--- src/rtl/shift_pkg.sv ---
// Shared types and constants for the variable-amount shift sequencer.
package shift_pkg;

  localparam int DATA_W    = 32;
  localparam int AMT_W     = 5;
  localparam int STAGE_CNT = 5;
  localparam int IDX_W     = 3;

  localparam logic DIR_LEFT  = 1'b0;
  localparam logic DIR_RIGHT = 1'b1;

  typedef enum logic [1:0] {
    IDLE  = 2'd0,
    SHIFT = 2'd1,
    DONE  = 2'd2
  } state_e;

  // Bits of the amount strictly below stage idx (those still to be applied).
  function automatic logic [AMT_W-1:0] lower_mask(input logic [IDX_W-1:0] idx);
    lower_mask = AMT_W'((32'd1 << idx) - 32'd1);
  endfunction

endpackage

--- src/rtl/shift_sequencer_if.sv ---
// Start/ready handshake and data bus between the execute stage and the shift sequencer.
interface shift_sequencer_if;
  import shift_pkg::*;

  logic              ctrl_shift;
  logic              ctrl_dir;
  logic [AMT_W-1:0]  ctrl_shiftamt;
  logic [DATA_W-1:0] data_operandA;
  logic [DATA_W-1:0] data_result;
  logic              data_resultRDY;
  logic              data_busy;

  modport master (
    output ctrl_shift, ctrl_dir, ctrl_shiftamt, data_operandA,
    input  data_result, data_resultRDY, data_busy
  );

  modport slave (
    input  ctrl_shift, ctrl_dir, ctrl_shiftamt, data_operandA,
    output data_result, data_resultRDY, data_busy
  );

endinterface

--- src/rtl/shift_stage.sv ---
// One combinational shift stage: logical left or arithmetic right by 2^idx.
module shift_stage
  import shift_pkg::*;
(
  input  logic [DATA_W-1:0] data_i,
  input  logic [IDX_W-1:0]  idx_i,
  input  logic              dir_i,
  output logic [DATA_W-1:0] data_o
);

  // Each loop iteration is a fixed-distance shifter; idx selects one of them.
  always_comb begin
    data_o = data_i;
    for (int i = 0; i < STAGE_CNT; i++) begin
      if (idx_i == IDX_W'(i)) begin
        if (dir_i == DIR_RIGHT) data_o = DATA_W'($signed(data_i) >>> (1 << i));
        else                    data_o = data_i << (1 << i);
      end
    end
  end

endmodule

--- src/rtl/shift_sequencer.sv ---
// Multi-cycle 32-bit shifter applying the 16/8/4/2/1 stages one per cycle.
// Build option SHIFT_EARLY_EXIT_EN: finish as soon as no lower amount bits remain.
//
// state | meaning
// IDLE  | waiting for ctrl_shift; result held
// SHIFT | applying stage idx (4 down to 0) when amt_q[idx] is set
// DONE  | data_resultRDY strobe for one cycle
module shift_sequencer
  import shift_pkg::*;
(
  input  logic             clock,
  input  logic             reset,
  shift_sequencer_if.slave bus
);

  state_e              state_q, state_d;
  logic [IDX_W-1:0]    idx_q, idx_d;
  logic [AMT_W-1:0]    amt_q, amt_d;
  logic                dir_q, dir_d;
  logic [DATA_W-1:0]   work_q, work_d;
  logic [DATA_W-1:0]   stage_out;

  shift_stage u_stage (
    .data_i (work_q),
    .idx_i  (idx_q),
    .dir_i  (dir_q),
    .data_o (stage_out)
  );

  always_ff @(posedge clock) begin
    if (reset) begin
      state_q <= IDLE;
      idx_q   <= IDX_W'(STAGE_CNT - 1);
      amt_q   <= '0;
      dir_q   <= DIR_LEFT;
      work_q  <= '0;
    end else begin
      state_q <= state_d;
      idx_q   <= idx_d;
      amt_q   <= amt_d;
      dir_q   <= dir_d;
      work_q  <= work_d;
    end
  end

  always_comb begin
    state_d = state_q;
    idx_d   = idx_q;
    amt_d   = amt_q;
    dir_d   = dir_q;
    work_d  = work_q;
    case (state_q)
      IDLE: begin
        if (bus.ctrl_shift) begin
          work_d  = bus.data_operandA;
          amt_d   = bus.ctrl_shiftamt;
          dir_d   = bus.ctrl_dir;
          idx_d   = IDX_W'(STAGE_CNT - 1);
          state_d = SHIFT;
`ifdef SHIFT_EARLY_EXIT_EN
          if (bus.ctrl_shiftamt == '0) state_d = DONE;
`endif
        end
      end
      SHIFT: begin
        if (amt_q[idx_q]) work_d = stage_out;
        idx_d = idx_q - IDX_W'(1);
        if (idx_q == '0) state_d = DONE;
`ifdef SHIFT_EARLY_EXIT_EN
        if ((amt_q & lower_mask(idx_q)) == '0) state_d = DONE;
`endif
      end
      DONE: begin
        state_d = IDLE;
      end
      default: begin
        state_d = IDLE;
      end
    endcase
  end

  assign bus.data_result    = work_q;
  assign bus.data_resultRDY = (state_q == DONE);
  assign bus.data_busy      = (state_q != IDLE);

endmodule

--- src/flat_wrapper.sv ---
// flat-port wrapper written by rule: the top's interface ports become plain ports
module shift_sequencer_flat import shift_pkg::*;
  (clock, reset, bus_ctrl_shift, bus_ctrl_dir, bus_ctrl_shiftamt, bus_data_operandA, bus_data_result, bus_data_resultRDY, bus_data_busy);
  shift_sequencer_if bus_i ();
  input  logic clock;
  input  logic reset;
  input wire logic [$bits(bus_i.ctrl_shift)-1:0] bus_ctrl_shift;
  input wire logic [$bits(bus_i.ctrl_dir)-1:0] bus_ctrl_dir;
  input wire logic [$bits(bus_i.ctrl_shiftamt)-1:0] bus_ctrl_shiftamt;
  input wire logic [$bits(bus_i.data_operandA)-1:0] bus_data_operandA;
  output wire logic [$bits(bus_i.data_result)-1:0] bus_data_result;
  output wire logic [$bits(bus_i.data_resultRDY)-1:0] bus_data_resultRDY;
  output wire logic [$bits(bus_i.data_busy)-1:0] bus_data_busy;
  assign bus_i.ctrl_shift = bus_ctrl_shift;
  assign bus_i.ctrl_dir = bus_ctrl_dir;
  assign bus_i.ctrl_shiftamt = bus_ctrl_shiftamt;
  assign bus_i.data_operandA = bus_data_operandA;
  assign bus_data_result = bus_i.data_result;
  assign bus_data_resultRDY = bus_i.data_resultRDY;
  assign bus_data_busy = bus_i.data_busy;
  shift_sequencer u_core (.clock(clock), .reset(reset), .bus(bus_i));
endmodule
--- config.mk ---
export PLATFORM = sky130hd
export DESIGN_NAME = shift_sequencer_flat
export DESIGN_NICKNAME = d
export VERILOG_FILES = /design/src/rtl/shift_pkg.sv /design/src/rtl/shift_sequencer_if.sv /design/src/rtl/shift_stage.sv /design/src/rtl/shift_sequencer.sv /design/src/flat_wrapper.sv
export SDC_FILE = /design/constraint.sdc
export NUM_CORES = 1
export LEC_CHECK = 0
export ABC_AREA = 1
export ABC_CLOCK_PERIOD_IN_PS = 1850
export BUFFER_PORTS_ARGS = -buffer_cell sky130_fd_sc_hd__buf_2
export CAP_MARGIN = 20
export CORE_MARGIN = 1
export CORE_UTILIZATION = 35
export CTS_BUF_LIST = sky130_fd_sc_hd__clkbuf_2
export DETAILED_ROUTE_END_ITERATION = 7
export PLACE_DENSITY = 0.64
export RECOVER_POWER = 50
export SYNTH_ARGS = -nofsm -noshare
export SYNTH_HDL_FRONTEND = slang
export SYNTH_HIERARCHICAL = 1
export SYNTH_SLANG_ARGS = --single-unit
--- constraint.sdc ---
create_clock -name clock -period 1.85 [get_ports clock]
set_input_delay 0.37 -clock clock [delete_from_list [all_inputs] [get_ports clock]]
set_output_delay 0.37 -clock clock [all_outputs]
set_load 0.05 [all_outputs]
# Yosys cells after proc, flatten, opt, wreduce, memory -nomap -nowiden
# Index checks and enable logic that the tools add are counted.
# W data, S select, Z words.
[word_totals] rom_bits=0 regBits=43 n_memories=0 input_bits=41 mem_bits_rw=0 latchBits=0
[op_classes] addsub=1 n_lt_le_gt_ge=1 reduce_logical=9 n_mux=20 div_mod_pow=0 n_mul=0 bitwise=0 shifts=0 n_eq_ne=11
[ops] cell="$mux W32" n=12
[ops] cell="$pmux W32 S2" n=1
[ops] cell="$eq A3 B2 Y1 const B" n=2
[ops] cell="$ne A6 B5 Y1 const B" n=1
[ops] cell="$pmux W3 S2" n=1
[ops] cell="$reduce_and A2 Y1" n=3
[ops] cell="$reduce_and A5 Y1" n=1
[ops] cell="$lt A3 B4 Y1 const B" n=1
[ops] cell="$mux W2" n=2
[ops] cell="$ne A2 B1 Y1 const B" n=2
[ops] cell="$ne A2 B2 Y1 const B" n=2
[ops] cell="$pmux W2 S2" n=1
[ops] cell="$reduce_and A4 Y1" n=1
[ops] cell="$reduce_bool A2 Y1" n=2
[ops] cell="$bmux W1 S3" n=1
[ops] cell="$eq A3 B1 Y1 const B" n=1
[ops] cell="$eq A3 B3 Y1 const B" n=1
[ops] cell="$logic_not A3 Y1" n=1
[ops] cell="$mux W3" n=1
[ops] cell="$sub A3 B1 Y3 const B" n=1
[ops] cell="$eq A2 B1 Y1 const B" n=1
[ops] cell="$eq A2 B2 Y1 const B" n=1
[ops] cell="$logic_not A2 Y1" n=1
[ops] cell="$mux W1" n=1

# Longest topological paths before layout
# Gate-level depths: netlist (run 1).
[logic_depth] ltp_word=8 mapped_depth=18 depth_no_buf=16

# Modules after synthesis
# The synthesis (run 1) kept the hierarchy.
[by_module_without_submodules] module="shift_stage" area_each_um2=2578.7 cells_per_inst=594 instances=1 seq_area_each_um2=0.0
[by_module_without_submodules] module="shift_sequencer" area_each_um2=2493.6 cells_per_inst=381 instances=1 seq_area_each_um2=860.8

# Worst setup path before layout (run 1)
# No wires, ideal clock.
[synth_timing] path_kind="register to register" start="reg u_core.work_q[31], in the netlist u_core/bus.data_result[31]" end="reg u_core.work_q[29], in the netlist u_core/bus.data_result[29]" setup_ns=0.064 path_buffers=1 required_ns=1.786 synth_period_minus_slack_ns=1.740 arrival_ns=1.676 path_stages_with_launch=14 path_slack_ns=0.110 path_cell_list="dfxtp_1 nand2_1 inv_1 buf_2 nor2_1 a21oi_1 nand2_1 nand2_1 nand2_1 nand2_1 inv_1 nand3_1 nand2_1 nor2_1"
[synth_via] elab_chain_len=7 elab_cells_between_ends=10
[synth_lines] element="start, declared" line="shift_sequencer.sv:20" source="logic [DATA_W-1:0] work_q, work_d;"
[synth_lines] element="start signal, assigned" line="shift_sequencer.sv:42" source="work_q <= work_d;"
[synth_lines] element="$mux W32" line="shift_stage.sv:16" source="if (dir_i == DIR_RIGHT) data_o = DATA_W'($signed(data_i) >>> (1 << i));"
[synth_lines] element="$mux W32 (3 in series)" line="shift_stage.sv:15" source="if (idx_i == IDX_W'(i)) begin"
[synth_lines] element="$mux W32 *" line="shift_stage.sv:15"
[synth_lines] element="named net u_core.stage_out[29]" line="shift_sequencer.sv:21" source="logic [DATA_W-1:0] stage_out;"
[synth_lines] element="$mux W32 *" line="shift_sequencer.sv:66" source="if (amt_q[idx_q]) work_d = stage_out;"
[synth_lines] element="$pmux W32 S2 *" line="shift_sequencer.sv:52" source="case (state_q)"
# Mark *: on every way through the listed nets, which the timed path passes. The rest lies on a longest branch. The select of a mux whose other input is x is not followed.
# A chain may end at the register's enable or synchronous reset.

# Final worst setup path (run 1)
[layout_timing] start="reg u_core.idx_q[0]" end="reg u_core.work_q[19], in the netlist u_core/bus.data_result[19]"
[layout_via] elab_chain_len=7 elab_cells_between_ends=16
[layout_lines] element="start, declared" line="shift_sequencer.sv:17" source="logic [IDX_W-1:0] idx_q, idx_d;"
[layout_lines] element="start signal, assigned" line="shift_sequencer.sv:33" source="idx_q <= IDX_W'(STAGE_CNT - 1);"
[layout_lines] element="start signal, assigned" line="shift_sequencer.sv:39" source="idx_q <= idx_d;"
[layout_lines] element="$eq A3 B1 Y1" line="shift_stage.sv:15"
[layout_lines] element="$mux W32 (3 in series)" line="shift_stage.sv:15"
[layout_lines] element="$mux W32 *" line="shift_stage.sv:15"
[layout_lines] element="named net u_core.stage_out[19]" line="shift_sequencer.sv:21"
[layout_lines] element="$mux W32 *" line="shift_sequencer.sv:66"
[layout_lines] element="$pmux W32 S2 *" line="shift_sequencer.sv:52"
# Marks and branches as above.

==> summary by stage, run 1 <==
STA
Based on the critical path, the design can be clocked at up to 538 MHz. The pin slew with the least headroom to its limit is 0.454 ns. The routed design could run at a clock period as short as 1.86 ns. The final worst slack is -0.00965 ns. Setup repair after global routing could not meet its margin everywhere. The number of hold violations in the final report came to 0. The final critical path takes up 101% of the cycle.

The final number of max-transition violations is 0. The worst slew margin relative to its limit is 69.7%. Setup violations remaining at the end of the flow were counted as 1. The setup TNS is -0.00965 ns. Across the routed clock network, the largest skew measured is 0.0315 ns.

Global route
The first global-routing pass estimated 29.3 mm of wire. Entering global routing, the biggest net connects 68 pins. The number of antenna violations at the first check in global routing came to 0. After global routing the overflow that remains totals 0.

The total routing resource utilization after global routing is 24.8%. The via count of the first global-routing pass is 5709.

Synth
In this run, synthesis inferred 0 flip-flops with an integrated enable. The area share of the leading cell type in the synthesized netlist is 31.4%. In the synthesized netlist the dominant register cell turns out to be dfxtp_1.

The sequential fraction of the synthesis area is 17.0%. The dominant cell type by area after synthesis is nand2_1. The count of synthesis-stage warnings from yosys is 6.

The synthesized area is 5070 µm². The cell count after synthesis came out at 975. The register bit total from synthesis is 43.

In the synthesized netlist the async set-or-reset flop fraction comes to 0%. After synthesis, the cell types taking the most area are nand2_1, dfxtp_1, nand3_1, inv_1, a21oi_1. A synthesized cell averages 5.20 µm². The number of different library cells used by synthesis comes to 32. When the netlist entered floorplanning its net count stood at 1018.

Placement
The wire-length estimate of the detail-placed layout is 13.0 mm. At the end of routability-driven placement, the weighted congestion stood at 0.951. At the placement stage, the worst setup path has a slack of -0.00659 ns. The count of input and output buffers is 74.

Clock network
CTS placed an instance of clkbuf_2 at the clock tree root. Counting the buffers created by CTS gives 5. The clock tree synthesis step divided the H-tree into 2 levels.

Buffers inserted to repair hold after CTS numbered 0. The maximum buffer depth of the clock tree is 2. The CTS tree is yes. Counting every sink on the clock net gives 43. After clock tree synthesis, the clock-pin slew on the worst setup and hold paths is 0.24 ns. Clock latency on the worst-skew pair, taken at its later pin, is 0.50 ns.

Finish
The layout overhead on the synthesized area is 27.2%. Once layout is complete, the utilization of the core stands at 46.1%. Of the cells placed in the final design, the portion with a size suffix greater than 1 is 23.0%. The net count of the finished layout is 1120.

The number of antenna diodes is 0.

Worst setup path
Along the worst path, the maximum fanout reaches 12. For the worst setup path, the data required time is 2.30 ns. The category of the worst setup path launch point is a register.

The nature of the critical path endpoint is a register. STA puts the critical path data arrival time at 2.31 ns. The critical path in this run is classified as reg2reg.

Detailed routing
The via density per instance is 5.43. Wires add up to 20.3 mm. The first detailed-routing pass ran for 6 iterations.

The number of nets with antenna violations after detailed routing is 0. The detailed router placed 6826 vias in this run. After detailed routing, the number of remaining DRC violations is 0.

The detailed router finished its first iteration with 907 violations. The routed length per instance is 16.2 µm.

Pwr
The leakage power figure is 3.76 nW. IR analysis of the VDD net gives a maximum drop of 526 µV. The overall power consumption is 4.30 mW. The cell area power density is 667 nW/µm².

Die
In this run the horizontal extent of the chip is 122 µm. The vertical die dimension is 122 µm. The die outline area is 15000 µm². The total I/O pin count is 75. The cell row count is 43.

The initial core utilization is 36.3%. After floorplanning, the core was sized to cover 14000 µm².

Outcome
The checks that failed: setup timing. The run finished, with violations left.

Worst hold path
The worst min-delay path category is in2reg.

Flow run
Across the run, the number of max-cap violations was 0.
-- area by class of cell --
class,instances,area [µm²]
fillers,1543,7530
multi-input cells,762,3550
repair buffers,160,1340
flip-flops and latches,43,873
inverters,105,422
well taps,180,225
clock buffers,6,30.0
clock inverters,2,12.5
-- state kept, by name, indices dropped and copies added (netlist names) --
register,count
u_core/state_q,2
u_core/idx_q,3
u_core/amt_q,5
u_core/dir_q,1
u_core/bus.data_result,32
-- layout by cell type (no fill, tap or decap), types with 2 or more instances in the layout --
master,Yosys,layout
nand2_1,424,411
nand3_1,121,110
inv_1,96,94
buf_2,31,74
nor2_1,69,66
buf_4,4,55
a21oi_1,53,51
dfxtp_1,43,39
o21ai_0,28,25
a21oi_2,20,22
a31oi_1,24,21
nand2_2,3,15
buf_12,2,13
nand3_2,1,11
buf_6,12,9
clkbuf_2,0,7
clkbuf_16,0,7
inv_2,8,5
o21ai_1,3,5
dfxtp_4,0,3
nor2_2,2,3
a31oi_2,0,3
nand2_8,1,2
nand2_4,2,2
inv_4,1,2
ha_1,2,2
clkinv_4,0,2
nor2_4,0,2
nand4_1,2,2
-- worst max-delay path, stage by stage, from the launching register on --
cell       delay [ns]
dfxtp_4          0.43
inv_6            0.08
nand2_8          0.06
nor2_4           0.14
buf_6            0.14
clkbuf_16        0.17
nand2_1          0.06
nand3_1          0.07
nand3_1          0.07
nand3_1          0.08
nand2_1          0.06
nand2_2          0.08
nand2_1          0.07
nand2_1          0.09
inv_1            0.04
nand3_1          0.07
nand2_1          0.06
nor2_1           0.07
-- through the flow --
| step | hold slack [ns] | instances | area (µm²) |
|---|---|---|---|
| 2_1_floorplan | 0.429 | 975 | 5070 |
| 3_3_place_gp | 0.445 | 1231 | 5900 |
| 3_5_place_dp | 0.447 | 1231 | 5900 |
| 4_1_cts | 0.0449 | 1239 | 5950 |
| 5_1_grt | 0.0503 | 1258 | 6450 |
| 6_report | 0.0845 | 1258 | 6450 |
-- cells in the mapped netlist, types with 3 or more instances --
cell / count
a21oi_2: 20
buf_2: 31
buf_4: 4
clkbuf_1: 9
o21ai_0: 28
dfxtp_1: 43
inv_1: 96
a21oi_1: 53
a31oi_1: 24
nand2_2: 3
inv_2: 8
buf_1: 7
nand3_1: 121
o21ai_1: 3
nor2_1: 69
buf_6: 12
nand2_1: 424
-- layer usage --
metal | wire length (µm) | vias up | track usage, % | share of wire, %
met5 | 0 | - | 0 | 0
li1 | - | 3280 | - | -
met1 | 8180 | 3018 | 33.6 | 40
met4 | 1150 | 0 | 10.7 | 5.7
met2 | 8930 | 432 | 39.0 | 44
met3 | 2070 | 96 | 3.30 | 10
-- cells by family (layout without fill, tap and decap cells) --
group           Yosys count  after routing  share of synthesized area [%]
fa+ha+maj                 2              2                          0.493
flops                    43             43                           17.0
buf+inv                 170            273                           16.1
compound gates          130            130                           15.0
simple gates            630            630                           51.4
-- what timing repair did --
action,in CTS,in global routing
gates resized for setup,2,69
buffers inserted,0,9
setup endpoints to repair,6,32
endpoints found under the hold margin,0,0
cloned,0,10
pin swaps,0,14
-- power by group --
part	switching (mW)	total (mW)	internal, mW
sequential	0.182	1.23	1.05
clock	0.369	0.465	0.0956
combinational	1.71	2.61	0.896
total	2.26	4.30	2.04
-- worst paths after layout --
path / from / end / slack, ns / cells past startpoint
setup / recovery: u_core/idx_q[0]$_SDFFE_PP0P_ / u_core/bus.data_result[19]$_SDFFE_PP0P_ / -0.01 / 17
hold / removal: reset / u_core/state_q[0]$_SDFFE_PP0P_ / 0.08 / 2
setup reg to reg: u_core/idx_q[0]$_SDFFE_PP0P_ / u_core/bus.data_result[19]$_SDFFE_PP0P_ / -0.01 / 17
hold reg to reg: u_core/amt_q[3]$_SDFFE_PP0P_ / u_core/amt_q[3]$_SDFFE_PP0P_ / 0.47 / 2
No activity file was read; power rests on OpenSTA's default activity.
==> run 2, diff against run 1 <==
==> constraint.sdc (replaced) <==
create_clock -name clock -period 1.85 [get_ports clock]
set_input_delay 0.37 -clock clock [delete_from_list [all_inputs] [get_ports clock]]
set_output_delay 0.37 -clock clock [all_outputs]
set_load 0.1 [all_outputs]
==> run 2 against run 1 <==
  * The run now ends clean
  * Clock power grew 38%
  * Register-to-register slack gained 0.03 ns
  * First-iteration DRC count shrank 26%
  * Global-route usage grew 0.67 points
  * Critical path depth is the same
  * Combinational power grew 14%
  * Final area grew 0.72%
  * Routed wire length shrank 5.5%
  * Non-clock buffer count grew 5
  * Setup slack gained 0.027 ns
==> summary by stage, run 2 (synthesized netlist as in run 1, its figures left out) <==
Outcome
The flow ran to the end, and the final reports show no timing, DRC or antenna violations.

Worst setup path
The worst setup path is captured at a register. The reg-to-reg endpoint is u_core/bus.data_result[22]$_SDFFE_PP0P_. The capturing element of the worst setup path is u_core/bus.data_result[22]$_SDFFE_PP0P_. The maximum cell stage delay along the critical path was 0.44 ns (about the same). The critical path start-end classification is reg2reg. The most critical setup path has its startpoint at u_core/idx_q[0]$_SDFFE_PP0P_. The slack of the worst reg-to-reg path is 0.02 ns (+0.03 ns). The worst-path maximum fanout was 5 (-7). Grouping stages by cell kind, the critical path spends the most delay in simple AND/OR/NAND/NOR gates. The depth of the worst register-to-register path is 17 (unchanged).

STA classifies the critical path startpoint as a register. The cell repeated most along the worst path is nand2_1. The number of buffer and inverter instances along the worst setup path is 5 (+1). The data arrival time of the critical path is 2.26 ns (-0.05 ns). The endpoint required time on the critical path came to 2.28 ns (-0.02 ns).

The worst register-to-register path begins at u_core/idx_q[0]$_SDFFE_PP0P_. The critical path goes through buf_6 -> nand3_4 -> inv_8 -> buf_12 -> clkbuf_16 -> a21oi_2 -> nand2_1 -> nand2_1 -> nand2_1 -> nand2_1 -> nand2_1 -> nand2_1 -> nand2_1 -> inv_1 -> nand3_1 -> nand2_1 -> nor2_1. The cell count along the critical path is 17 (unchanged). For this design, the slowest cell found on the critical path is dfxtp_4.

Clock network
The maximum buffer depth of the clock tree is 2 (unchanged). The clock latency of the later-clocked register in the worst-skew pair is 0.52 ns (+0.02 ns). The clock transition at the registers of the reported paths is 0.29 ns (+0.05 ns).

The number of buffers inserted during clock tree synthesis is 5 (unchanged). The count of clock tree sinks is 43 (unchanged). Clock tree synthesis selected as its root buffer the cell clkbuf_2. The CTS tree is yes.

The deepest level of the CTS H-tree is 2 (unchanged).

Flow run
The count of max-cap constraint violations came to 0 (unchanged).

Finish
The final design utilization is 46.5% (+0.33 points). The number of nets in the finished design was 1125 (+0.45%). The count of fill cells added during filler insertion came to 1527 (-1.0%).

Compared with the post-synthesis result, the final layout area differs by 28.1%. The number of antenna diodes is 0 (unchanged). The proportion of layout cells with a drive suffix above 1 came to 26.6% (+3.6 points). In the layout the commonest cells are nand2_1, nand3_1, inv_1, nor2_1, buf_2. The most frequent standard cell in the layout excluding fill and tap cells is nand2_1. The flip-flop count of the largest register after layout is 32 (unchanged).

Detailed routing
The length of routed met3 wiring came to 1.47 mm (-29%). The via density per instance is 5.24 (-3.5%). The met2 wire length is 8.82 mm (-1.3%).

The detailed-routing iteration count for the pre-antenna-repair pass is 5 (-1). The number of nets with antenna violations after detailed routing is 0 (unchanged). The via count of the routed design is 6613 (-3.1%). The sum of routed wire segments on met1 is 8.10 mm (-0.95%).

The routed length per instance is 15.2 µm (-5.9%). The post-detailed-route DRC marker count is 0 (unchanged). The total length of routed wires is 19.2 mm (-5.5%). The top routing layer in use is met4.

The number of violations reported at the end of detailed-routing iteration 0 is 673 (-26%).

Die
The total I/O pin count is 75 (unchanged). The die outline area is 15000 µm² (unchanged). The cell row count is 43 (unchanged). The initial core utilization is 36.3% (unchanged). The die span in x is 122 µm (unchanged). The vertical die dimension came to 122 µm (unchanged). The core box area came to 14000 µm² (unchanged).

Pwr
The cell area power density was 751 nW/µm² (+13%). The leakage power figure is 3.76 nW (+0.10%). The overall power consumption is 4.88 mW (+13%). The highest ir drop seen on vdd is 705 µV (+34%).

Global route
The via count of the first global-routing pass was 5788 (+1.4%). The number of antenna violations at the first check in global routing came to 0 (unchanged). The sum of overflow across all layers after global routing is 0 (unchanged). The wire length of the first global-routing pass is 29.9 mm (+1.9%). The total routing resource utilization after global routing is 25.4% (+0.67 points). The pin count of the biggest net entering global routing is 68 (unchanged).

STA
The hold slack is 0.0770 ns (-0.00751 ns). The final number of max-transition violations is 0 (unchanged). The worst slew margin relative to its limit is 67.4% (-2.3 points). The minimum clock period after layout is 1.83 ns (-0.0274 ns). The final worst slack is 0.0177 ns (+0.0274 ns).

The ratio of final minimum period to clock period is 99.0% (-1.5 points). The number of hold violations in the final report was 0 (unchanged). The clock skew is 0.0322 ns (+0.000679 ns).

Setup repair after global routing could not meet its margin everywhere. The achievable clock frequency was 546 MHz (+1.5%). The number of setup violations in the final report is 0 (-1).

The pin slew with the least headroom to its limit is 0.493 ns (+0.0385 ns). The setup TNS is 0 ns (+0.00965 ns).

Placement
The routability congestion estimate from global placement came to 0.979 (+2.9%). The minimum setup slack after placement is -0.0105 ns (-0.00390 ns). The half-perimeter wire length of the detailed placement result is 13.7 mm (+5.8%). The count of input and output buffers is 74 (unchanged).

Worst hold path
The worst min-delay path category is in2reg. The worst hold path cell count is 3 (+1).
==> run 2: tightest hold or removal path, cell delays in order <==
cell and delay, ns:
buf_2 0.07, o21ai_0 0.07, nor2_1 0.08
==> run 2: cell type report <==
class                   count  area, µm²  area share, %
clock inverters             3       47.5          0.731
inverters                 105        419           6.45
repair buffers            165       1330           20.4
clock buffers               5       25.0          0.385
multi-input cells         762       3540           54.5
flip-flops and latches     43        915           14.1
well taps                 180        225           3.46
==> run 2: worst min-delay path by stage <==
| stage | startpoint | end |
|---|---|---|
| after CTS | bus_ctrl_shiftamt[4] | u_core/amt_q[4]$_SDFFE_PP0P_ |
| after detailed placement | u_core/amt_q[0]$_SDFFE_PP0P_ | u_core/amt_q[0]$_SDFFE_PP0P_ |
| after floorplan | u_core/amt_q[0]$_SDFFE_PP0P_ | u_core/amt_q[0]$_SDFFE_PP0P_ |
| after global routing | bus_ctrl_shiftamt[4] | u_core/amt_q[4]$_SDFFE_PP0P_ |
| after global placement | u_core/amt_q[0]$_SDFFE_PP0P_ | u_core/amt_q[0]$_SDFFE_PP0P_ |
| final | bus_ctrl_shiftamt[4] | u_core/amt_q[4]$_SDFFE_PP0P_ |
==> run 2: repair_timing <==
item	in CTS	in global routing
setup endpoints to repair	9	42
hold endpoints to repair	2	0
gates cloned	0	5
resized for setup	11	83
setup buffers	1	10
hold buffers	1	0
pin swaps	0	15
==> run 2: per-stage QoR <==
stage / instances / instance area (µm²)
floorplan: 975 / 5110
global placement: 1238 / 5950
detailed placement: 1238 / 5950
CTS: 1248 / 6060
global route: 1263 / 6500
finish: 1263 / 6500
==> run 2: routing by layer <==
| layer | GRT usage (%) | vias up |
|---|---|---|
| li1 | - | 3287 |
| met1 | 33.0 | 2937 |
| met2 | 41.6 | 326 |
| met3 | 3.53 | 63 |
| met4 | 11.5 | 0 |
| met5 | 0 | - |
==> run 2: power breakdown <==
group	internal, mW	switching [mW]	total [mW]
Clock	0.236	0.404	0.640
Sequential	1.07	0.201	1.27
Combinational	0.907	2.06	2.97
